## src/rtl/wb_writeback_unit_pkg.sv

```systemverilog
// Shared encodings for the writeback stage: load kinds and register-file result selects.
package wb_pkg;

    localparam int WB_DW = 32;

    typedef enum logic [3:0] {
        LT_LW  = 4'd0,
        LT_LB  = 4'd1,
        LT_LBU = 4'd2,
        LT_LH  = 4'd3,
        LT_LHU = 4'd4,
        LT_LWL = 4'd5,
        LT_LWR = 4'd6
    } load_type_e;

    typedef enum logic [1:0] {
        RS_ALU = 2'd0,
        RS_MEM = 2'd1,
        RS_HI  = 2'd2,
        RS_LO  = 2'd3
    } result_sel_e;

endpackage

```

## src/rtl/wb_writeback_unit_if.sv

```systemverilog
// MEM/WB register fields plus the RegisterFile/COP0 write ports they produce.
interface wb_writeback_unit_if;

    logic        wb_stall;
    logic        wcp0;
    logic        whi;
    logic        wlo;
    logic        wreg;
    logic        hi_i_sel;
    logic        lo_i_sel;
    logic        SC_result_sel;
    logic [1:0]  result_sel;
    logic [3:0]  load_type;
    logic [3:0]  byte_valid;
    logic [4:0]  regdst;
    logic [31:0] rf_rdata0_fw;
    logic [31:0] rf_rdata1_fw;
    logic [31:0] ALU_result;
    logic [31:0] mem_rdata;
    logic [63:0] MulDiv_result;

    logic        rf_we;
    logic [4:0]  rf_waddr;
    logic [31:0] rf_wdata;
    logic        cp0_we;
    logic [4:0]  cp0_waddr;
    logic [31:0] cp0_wdata;

    // master is the MEM/WB register side, slave is the writeback unit.
    modport master (
        output wb_stall, wcp0, whi, wlo, wreg, hi_i_sel, lo_i_sel, SC_result_sel,
               result_sel, load_type, byte_valid, regdst, rf_rdata0_fw, rf_rdata1_fw,
               ALU_result, mem_rdata, MulDiv_result,
        input  rf_we, rf_waddr, rf_wdata, cp0_we, cp0_waddr, cp0_wdata
    );

    modport slave (
        input  wb_stall, wcp0, whi, wlo, wreg, hi_i_sel, lo_i_sel, SC_result_sel,
               result_sel, load_type, byte_valid, regdst, rf_rdata0_fw, rf_rdata1_fw,
               ALU_result, mem_rdata, MulDiv_result,
        output rf_we, rf_waddr, rf_wdata, cp0_we, cp0_waddr, cp0_wdata
    );

endinterface

```

## src/rtl/wb_writeback_unit_load_align.sv

```systemverilog
// wb_load_align: combinational little-endian load extraction and LWL/LWR lane merge.
module wb_load_align
    import wb_pkg::*;
(
    input  logic [3:0]  load_type_i,
    input  logic [3:0]  byte_valid_i,
    input  logic [1:0]  addr_i,
    input  logic [31:0] mem_rdata_i,
    input  logic [31:0] rt_old_i,
    output logic [31:0] data_o
);

    logic [7:0]  byteSel;
    logic [15:0] halfSel;
    logic [31:0] lwlShift;
    logic [31:0] lwrShift;
    logic [31:0] lwlMerge;
    logic [31:0] lwrMerge;

    assign byteSel  = mem_rdata_i[{addr_i, 3'b000} +: 8];
    assign halfSel  = addr_i[1] ? mem_rdata_i[31:16] : mem_rdata_i[15:0];
    assign lwlShift = mem_rdata_i << {2'd3 - addr_i, 3'b000};
    assign lwrShift = mem_rdata_i >> {addr_i, 3'b000};

    // Unaligned loads keep the old rt bytes in lanes memory does not supply.
    always_comb begin
        lwlMerge = rt_old_i;
        lwrMerge = rt_old_i;
        for (int i = 0; i < 4; i++) begin
            if (byte_valid_i[i]) begin
                lwlMerge[8*i +: 8] = lwlShift[8*i +: 8];
                lwrMerge[8*i +: 8] = lwrShift[8*i +: 8];
            end
        end
    end

    always_comb begin
        data_o = mem_rdata_i;
        case (load_type_e'(load_type_i))
            LT_LB:   data_o = {{24{byteSel[7]}}, byteSel};
            LT_LBU:  data_o = {24'd0, byteSel};
            LT_LH:   data_o = {{16{halfSel[15]}}, halfSel};
            LT_LHU:  data_o = {16'd0, halfSel};
            LT_LWL:  data_o = lwlMerge;
            LT_LWR:  data_o = lwrMerge;
            default: data_o = mem_rdata_i;
        endcase
    end

endmodule

```

## src/rtl/wb_writeback_unit.sv

```systemverilog
// Writeback stage: RF/COP0 write ports, HI/LO registers and a retired-write counter.
// Optional macro WB_HILO_BYPASS_EN exposes next-state HI/LO combinationally.
module wb_writeback_unit
    import wb_pkg::*;
#(
    parameter int DW    = 32,
    parameter int CNT_W = 32
) (
    input  logic                 clk,
    input  logic                 rst,
    wb_writeback_unit_if.slave   wb,
    output logic [DW-1:0]        hi_o,
    output logic [DW-1:0]        lo_o,
    output logic [CNT_W-1:0]     instret_o
);

    logic [DW-1:0]    hi_q, hi_d;
    logic [DW-1:0]    lo_q, lo_d;
    logic [CNT_W-1:0] instret_q, instret_d;
    logic [DW-1:0]    loadData;
    logic             stateUpdate;

    wb_load_align u_load_align (
        .load_type_i  (wb.load_type),
        .byte_valid_i (wb.byte_valid),
        .addr_i       (wb.ALU_result[1:0]),
        .mem_rdata_i  (wb.mem_rdata),
        .rt_old_i     (wb.rf_rdata1_fw),
        .data_o       (loadData)
    );

    assign stateUpdate = ~wb.wb_stall & (wb.wreg | wb.whi | wb.wlo | wb.wcp0);

    always_comb begin
        hi_d = hi_q;
        lo_d = lo_q;
        if (wb.whi && !wb.wb_stall)
            hi_d = wb.hi_i_sel ? wb.rf_rdata0_fw : wb.MulDiv_result[63:32];
        if (wb.wlo && !wb.wb_stall)
            lo_d = wb.lo_i_sel ? wb.rf_rdata0_fw : wb.MulDiv_result[31:0];
        instret_d = stateUpdate ? instret_q + CNT_W'(1) : instret_q;
    end

`ifdef WB_HILO_BYPASS_EN
    assign hi_o = hi_d;
    assign lo_o = lo_d;
`else
    assign hi_o = hi_q;
    assign lo_o = lo_q;
`endif
    assign instret_o = instret_q;

    // Stall gating lives in the next-state logic, so this block only loads or resets.
    always_ff @(posedge clk) begin
        if (rst) begin
            hi_q      <= '0;
            lo_q      <= '0;
            instret_q <= '0;
        end else begin
            hi_q      <= hi_d;
            lo_q      <= lo_d;
            instret_q <= instret_d;
        end
    end

    // Store-conditional always succeeds on this single-core design.
    always_comb begin
        wb.rf_wdata = wb.ALU_result;
        if (wb.SC_result_sel) begin
            wb.rf_wdata = 32'd1;
        end else begin
            case (result_sel_e'(wb.result_sel))
                RS_MEM:  wb.rf_wdata = loadData;
                RS_HI:   wb.rf_wdata = hi_o;
                RS_LO:   wb.rf_wdata = lo_o;
                default: wb.rf_wdata = wb.ALU_result;
            endcase
        end
    end

    assign wb.rf_we     = wb.wreg & ~wb.wb_stall & (wb.regdst != 5'd0);
    assign wb.rf_waddr  = wb.regdst;
    assign wb.cp0_we    = wb.wcp0 & ~wb.wb_stall;
    assign wb.cp0_waddr = wb.regdst;
    assign wb.cp0_wdata = wb.rf_rdata1_fw;

endmodule

```

## src/flat_wrapper.sv

```systemverilog
// flat-port wrapper written by rule: the top's interface ports become plain ports
module wb_writeback_unit_flat import wb_pkg::*;
#(
    parameter int DW    = 32,
    parameter int CNT_W = 32
)
  (clk, rst, hi_o, lo_o, instret_o, wb_wb_stall, wb_wcp0, wb_whi, wb_wlo, wb_wreg, wb_hi_i_sel, wb_lo_i_sel, wb_SC_result_sel, wb_result_sel, wb_load_type, wb_byte_valid, wb_regdst, wb_rf_rdata0_fw, wb_rf_rdata1_fw, wb_ALU_result, wb_mem_rdata, wb_MulDiv_result, wb_rf_we, wb_rf_waddr, wb_rf_wdata, wb_cp0_we, wb_cp0_waddr, wb_cp0_wdata);
  wb_writeback_unit_if wb_i ();
  input  logic clk;
  input  logic rst;
  output logic [DW-1:0] hi_o;
  output logic [DW-1:0] lo_o;
  output logic [CNT_W-1:0] instret_o;
  input wire logic [$bits(wb_i.wb_stall)-1:0] wb_wb_stall;
  input wire logic [$bits(wb_i.wcp0)-1:0] wb_wcp0;
  input wire logic [$bits(wb_i.whi)-1:0] wb_whi;
  input wire logic [$bits(wb_i.wlo)-1:0] wb_wlo;
  input wire logic [$bits(wb_i.wreg)-1:0] wb_wreg;
  input wire logic [$bits(wb_i.hi_i_sel)-1:0] wb_hi_i_sel;
  input wire logic [$bits(wb_i.lo_i_sel)-1:0] wb_lo_i_sel;
  input wire logic [$bits(wb_i.SC_result_sel)-1:0] wb_SC_result_sel;
  input wire logic [$bits(wb_i.result_sel)-1:0] wb_result_sel;
  input wire logic [$bits(wb_i.load_type)-1:0] wb_load_type;
  input wire logic [$bits(wb_i.byte_valid)-1:0] wb_byte_valid;
  input wire logic [$bits(wb_i.regdst)-1:0] wb_regdst;
  input wire logic [$bits(wb_i.rf_rdata0_fw)-1:0] wb_rf_rdata0_fw;
  input wire logic [$bits(wb_i.rf_rdata1_fw)-1:0] wb_rf_rdata1_fw;
  input wire logic [$bits(wb_i.ALU_result)-1:0] wb_ALU_result;
  input wire logic [$bits(wb_i.mem_rdata)-1:0] wb_mem_rdata;
  input wire logic [$bits(wb_i.MulDiv_result)-1:0] wb_MulDiv_result;
  output wire logic [$bits(wb_i.rf_we)-1:0] wb_rf_we;
  output wire logic [$bits(wb_i.rf_waddr)-1:0] wb_rf_waddr;
  output wire logic [$bits(wb_i.rf_wdata)-1:0] wb_rf_wdata;
  output wire logic [$bits(wb_i.cp0_we)-1:0] wb_cp0_we;
  output wire logic [$bits(wb_i.cp0_waddr)-1:0] wb_cp0_waddr;
  output wire logic [$bits(wb_i.cp0_wdata)-1:0] wb_cp0_wdata;
  assign wb_i.wb_stall = wb_wb_stall;
  assign wb_i.wcp0 = wb_wcp0;
  assign wb_i.whi = wb_whi;
  assign wb_i.wlo = wb_wlo;
  assign wb_i.wreg = wb_wreg;
  assign wb_i.hi_i_sel = wb_hi_i_sel;
  assign wb_i.lo_i_sel = wb_lo_i_sel;
  assign wb_i.SC_result_sel = wb_SC_result_sel;
  assign wb_i.result_sel = wb_result_sel;
  assign wb_i.load_type = wb_load_type;
  assign wb_i.byte_valid = wb_byte_valid;
  assign wb_i.regdst = wb_regdst;
  assign wb_i.rf_rdata0_fw = wb_rf_rdata0_fw;
  assign wb_i.rf_rdata1_fw = wb_rf_rdata1_fw;
  assign wb_i.ALU_result = wb_ALU_result;
  assign wb_i.mem_rdata = wb_mem_rdata;
  assign wb_i.MulDiv_result = wb_MulDiv_result;
  assign wb_rf_we = wb_i.rf_we;
  assign wb_rf_waddr = wb_i.rf_waddr;
  assign wb_rf_wdata = wb_i.rf_wdata;
  assign wb_cp0_we = wb_i.cp0_we;
  assign wb_cp0_waddr = wb_i.cp0_waddr;
  assign wb_cp0_wdata = wb_i.cp0_wdata;
  wb_writeback_unit #(.DW(DW), .CNT_W(CNT_W)) u_core (.clk(clk), .rst(rst), .wb(wb_i), .hi_o(hi_o), .lo_o(lo_o), .instret_o(instret_o));
endmodule
```

## config.mk

```make
export PLATFORM = sky130hd
export DESIGN_NAME = wb_writeback_unit_flat
export DESIGN_NICKNAME = d
export VERILOG_FILES = /design/src/rtl/wb_writeback_unit_pkg.sv /design/src/rtl/wb_writeback_unit_if.sv /design/src/rtl/wb_writeback_unit_load_align.sv /design/src/rtl/wb_writeback_unit.sv /design/src/flat_wrapper.sv
export SDC_FILE = /design/constraint.sdc
export NUM_CORES = 1
export LEC_CHECK = 0
export ABC_AREA = 1
export CORE_AREA = 5 5 150 152
export DETAILED_ROUTE_END_ITERATION = 10
export DIE_AREA = 0 0 155 157
export HOLD_SLACK_MARGIN = 0.03
export PLACE_DENSITY_LB_ADDON = 0.15
export SKIP_CTS_REPAIR_TIMING = 1
export SLEW_MARGIN = 20
export SYNTH_ARGS = -nofsm -noshare
export SYNTH_HDL_FRONTEND = slang
export SYNTH_SLANG_ARGS = --single-unit
```

## constraint.sdc

```tcl
create_clock -name clk -period 4.7 [get_ports clk]
set_clock_uncertainty 0.1 [all_clocks]
set_input_delay 0.705 -clock clk [delete_from_list [all_inputs] [get_ports clk]]
set_output_delay 0.705 -clock clk [all_outputs]
set_load 0.01 [all_outputs]
```

==> metrics.txt <==
Detailed Route Iter0 Violations 1,124; Top cell by count, worst path nand2_1; Tightest Pin Transition 1140 ps; mux cell area share after synthesis 0; sequential area share after synthesis 0.230; most frequent cells after synthesis nand2_1, o21ai_0, nor2_1; number of vias after detailed routing 11,500; dominant combinational cell family by area after synthesis simple AND/OR/NAND/NOR gates; core utilization of the finished layout 0.596; clock period minus worst slack 4190 ps; Critical path origin wb_ALU_result[1]; Post-Synth Simple-Gate Area 0.425; largest net degree at the start of global routing 80; area leader, netlist nand2_1; Pins Over Slew Limit 0; starting density of the core 0.400; clock sink count 96; ratio of routed vias to standard cells 5.45; Ys Warns 0; area added between synthesis and finish 48.9%; clock-pin slew reported for the worst setup and hold paths after clock tree synthesis 80 ps; fraction of post-synthesis cell area in the top cell type by area 0.261; Skew-Pair Late Insertion Delay 340 ps; cell at the slowest stage of the critical path clkdlybuf4s50_1; arithmetic-cell share of the synthesized area counting full adders, half adders and majority gates 0.00150; Primary FF master, synth dfxtp_1; Static Leak 0.00519 uW; number of distinct library cells after synthesis 40; initial antenna violation count 2; Slew HR 0.238; CTS tree yes; worst reg2reg path depth 8; result of the run finished, final reports clean; mean instance size in the synthesized netlist 5.48 sq um; mean routed wirelength per cell 19.6 um; H-tree levels 3; Reg-to-Reg Start u_core.instret_o[0]; reg-to-reg setup timing slack 2710 ps; arrival time reported for the critical path endpoint 3380 ps; DIE WIDTH 155 um; final wirelength 41,400 um; CP Max Fanout 18; DR DRC count 0; post-layout net count 2,048; RSZ-0062 raised after global routing no; RR Endpoint u_core.instret_o[18]; Overflow after GRT 0; detailed placement HPWL 32,400 um; maximum clock insertion buffer count 2; final weighted congestion of routability-driven global placement 0.972; peak clock frequency supported by timing 239 MHz; wire length of the first global-routing pass 61,600 um; path category of the worst min-delay check reg2reg; top post-synthesis cells by area nand2_1, dfxtp_1, o21ai_0; power per unit of standard cell area 205 nW/um^2; max-cap violation count 0; worst endpoint required time 3890 ps; critical path class in2out; cell area after synthesis 8360 sq um; startpoint type of the worst setup path primary input; num ports 389; Overall Global Routing Usage 0.320; Hold Vio Cnt, Final 0; final sum of negative setup slack 0 ps; Port Buffer Count 388; end of the critical path wb_rf_wdata[14]; top-count cell post-synth nand2_1; parity-gate share of the synthesized area counting xor and xnor cells 0.00209; number of CTS-inserted buffers 9; Cells after Synth 1,526; post-route fraction of the period consumed by the critical path 0.891; die height 157 um; core region area 20,900 sq um; Yosys reg bits 96; clock root cell clkbuf_16; Final Setup Violations 0; maximum ir drop on the vdd rail 266 uV; kind of end point of the critical path output pin; share of the synthesized area in compound gates (AO/OA/AOI/OAI) 0.209; 1st-pass router iterations 6; fraction of registers with async set/reset 0; Total Die Area 24,300 sq um; vias in the first global route 10,600; nets in the synthesized netlist 1,744; count of flip-flops with a built-in enable after synthesis 0; number of placement rows 53; cell breakdown of the critical path clkdlybuf4s50_1 > buf_4 > buf_4 > nor2_2 > nand2_1 > o211ai_1 > nand2_1 > nand3_1 > nand2_1 > a21oi_1 > clkdlybuf4s50_1; Layout fillers 2,152; share of final-layout standard cells stronger than drive strength 1 0.0398; CP peak stage delay 670 ps; remaining number of nets flagged by the antenna check after routing 0
==> cells in the final DEF, fill, tap and decap left out, types with 5 or more instances in the layout <==
master	netlist	final
o211ai_1	5	5
nor2_1	127	125
a21oi_1	59	59
buf_4	52	33
a31oi_1	65	65
o21bai_1	8	8
nand2_1	582	582
nand3_1	125	125
nand4_1	7	7
inv_1	96	94
nor3_1	6	6
nor2_4	3	5
clkinv_1	5	7
dfxtp_1	96	96
clkdlybuf4s50_1	0	387
o21ai_0	178	178
nor2_2	5	5
clkbuf_16	0	9
==> registers in the layout (all words and copies together) (netlist names) <==
signal            count
u_core.instret_o     32
u_core.lo_o          32
u_core.hi_o          32
==> final cells by class <==
type	instances	area (sq um)	area share
inverters	105	394	0.0317
diodes	2	5.00	0.000402
clock inverters	7	81.3	0.00653
flip-flops and latches	96	1920	0.154
repair buffers	421	4130	0.331
multi-input cells	1197	5350	0.430
clock buffers	9	225	0.0181
well taps	275	344	0.0276
==> kinds of logic after synthesis <==
| kind of cell | count (synthesis) |
|---|---|
| simple gates | 872 |
| flops | 96 |
| buf+inv | 233 |
| xor+xnor | 2 |
| fa+ha+maj | 1 |
| compound gates | 322 |
==> routing by layer <==
| layer | vias up | global-route usage | share of wire |
|---|---|---|---|
| li1 | 5569 | - | - |
| met1 | 5226 | 0.403 | 0.40 |
| met2 | 618 | 0.540 | 0.47 |
| met3 | 87 | 0.0682 | 0.097 |
| met4 | 0 | 0.119 | 0.038 |
| met5 | - | 0 | 0 |
==> stage by stage <==
step	total power, uW	hold slack, ps	setup slack, ps	cells	cell area (sq um)
final	2550	405	511	2112	12400
after CTS	2560	407	548	2110	12400
after floorplan	1300	407	2120	1526	8360
after global routing	2670	427	336	2112	12400
after global placement	1790	388	591	2094	12100
after detailed placement	1790	394	571	2094	12100
==> worst min-delay path by stage <==
stage / startpoint / to / slack, ps / depth (start not counted)
5_1_grt: u_core.instret_o[4] / u_core.instret_o[4] / 430 / 2
2_1_floorplan: u_core.instret_o[13] / u_core.instret_o[13] / 410 / 2
6_report: u_core.instret_o[18] / u_core.instret_o[18] / 400 / 2
3_3_place_gp: u_core.instret_o[19] / u_core.instret_o[19] / 390 / 2
3_5_place_dp: u_core.instret_o[18] / u_core.instret_o[18] / 390 / 2
4_1_cts: u_core.instret_o[18] / u_core.instret_o[18] / 410 / 2
==> worst max-delay path, delay by kind of cell <==
family,cells,cell delay (ps)
AO/OA/AOI/OAI,2,280
buffers and inverters,4,1590
AND/OR/NAND/NOR,5,790
==> power breakdown <==
group	internal, uW	total [uW]	switching (uW)
clock network	382	766	384
registers	852	886	33.7
logic	424	901	477
total	1660	2550	895
No activity file was read; power rests on OpenSTA's default activity.
==> RTL edit (same settings) <==
`CNT_W` is set to 32 in 2 places; all go to 48.
--- a/src/rtl/wb_writeback_unit.sv
+++ b/src/rtl/wb_writeback_unit.sv
@@ -6,3 +6,3 @@
     parameter int DW    = 32,
-    parameter int CNT_W = 32
+    parameter int CNT_W = 48
 ) (
--- a/src/flat_wrapper.sv
+++ b/src/flat_wrapper.sv
@@ -4,3 +4,3 @@
     parameter int DW    = 32,
-    parameter int CNT_W = 32
+    parameter int CNT_W = 48
 )
Ports: changed (resized instret_o); port bits go from 389 to 405. No check against the original RTL was run, so the function may have changed too.
==> RTL edit against the original RTL <==
Count of clock-buffer cells in the layout unchanged. Worst setup slack worse by 300 ps. Cell area grew 11%. Area after synthesis up 15%. Sequential cell count rose by 16. Fmax fell by 6.6%. Via count increased by 15%. Die area unchanged. Total power up 7.4%. Register-to-register slack worse by 60 ps. Sequential share of layout area grew 0.77 points. Wire length grew 14%. Largest cell class unchanged. Largest power group is now sequential cells.
==> RTL edit: results <==
export IMPL_outcome="finished clean"
export IMPL_synth_area_leaders="nand2_1 (25%), dfxtp_1 (23%), o21ai_0 (9.2%)"
export IMPL_synth_net_count=1938
export IMPL_multi_input_area_um2=6190
export IMPL_synth_common_cells="nand2_1 (636), o21ai_0 (176), nor2_1 (172), nand3_1 (130), inv_1 (114)"
export IMPL_io_buffers=404
export IMPL_vias=13200
export IMPL_grt_pass1_vias=12300
export IMPL_min_to="u_core.instret_o[13]"
export IMPL_grt_use_met2=0.592
export IMPL_pwr_share_clk=0.289
export IMPL_n_all_buffers=434
export IMPL_seqPwrFrac=0.372
export IMPL_reg2reg_slack_ps=2650
export IMPL_gp_congestion=1.01
export IMPL_diodes=4
export IMPL_holdWs_ps=404
export IMPL_synthCells=1720
export IMPL_route_met2_wl_um=21400
export IMPL_grtUsageMet3=0.121
export IMPL_regArea_um2=2240
export IMPL_use_met1=0.456
export IMPL_yosysSeqAreaShare=0.233
export IMPL_p_leak_uw=0.00569
export IMPL_ir_drop_v=0.000157
export IMPL_wl_met1_um=17600
export IMPL_inverters=122
export IMPL_drt_initial_drc_count=1230
export IMPL_clkLatencyLatePin_ps=370
export IMPL_slew_headroom=0.212
export IMPL_wl_met3_um=6080
export IMPL_finalNetCount=2250
export IMPL_clkCellAreaFrac=0.0210
export IMPL_dp_cells=2296
export IMPL_place_area_um2=13500
export IMPL_grt_antenna_before_repair=4
export IMPL_critPathArrivalTime_ps=3680
export IMPL_drt_total_wl_um=47200
[RTL edit: kinds of logic (layout without fill, tap and decap cells)]
| kind of cell | after synthesis | count (layout) | share of synthesized area |
|---|---|---|---|
| AND/OR/NAND/NOR | 1001 | 1001 | 0.439 |
| flip-flops | 112 | 112 | 0.233 |
| buffers and inverters | 255 | 572 | 0.124 |
| XOR/XNOR | 12 | 12 | 0.0109 |
| adder cells (fa/ha/maj) | 1 | 1 | 0.00130 |
| AO/OA/AOI/OAI | 339 | 339 | 0.191 |
| other | 0 | 4 | 0 |
[RTL edit: worst max-delay path by stage]
stage,startpoint,to,slack (ps),cells after the start
after floorplan,wb_result_sel[0],wb_rf_wdata[18],2130,7
after global placement,wb_ALU_result[1],wb_rf_wdata[9],380,10
after detailed placement,wb_ALU_result[1],wb_rf_wdata[9],410,10
after CTS,wb_ALU_result[1],wb_rf_wdata[9],400,10
after global routing,wb_ALU_result[1],wb_rf_wdata[9],130,10
final,wb_ALU_result[1],wb_rf_wdata[9],210,10
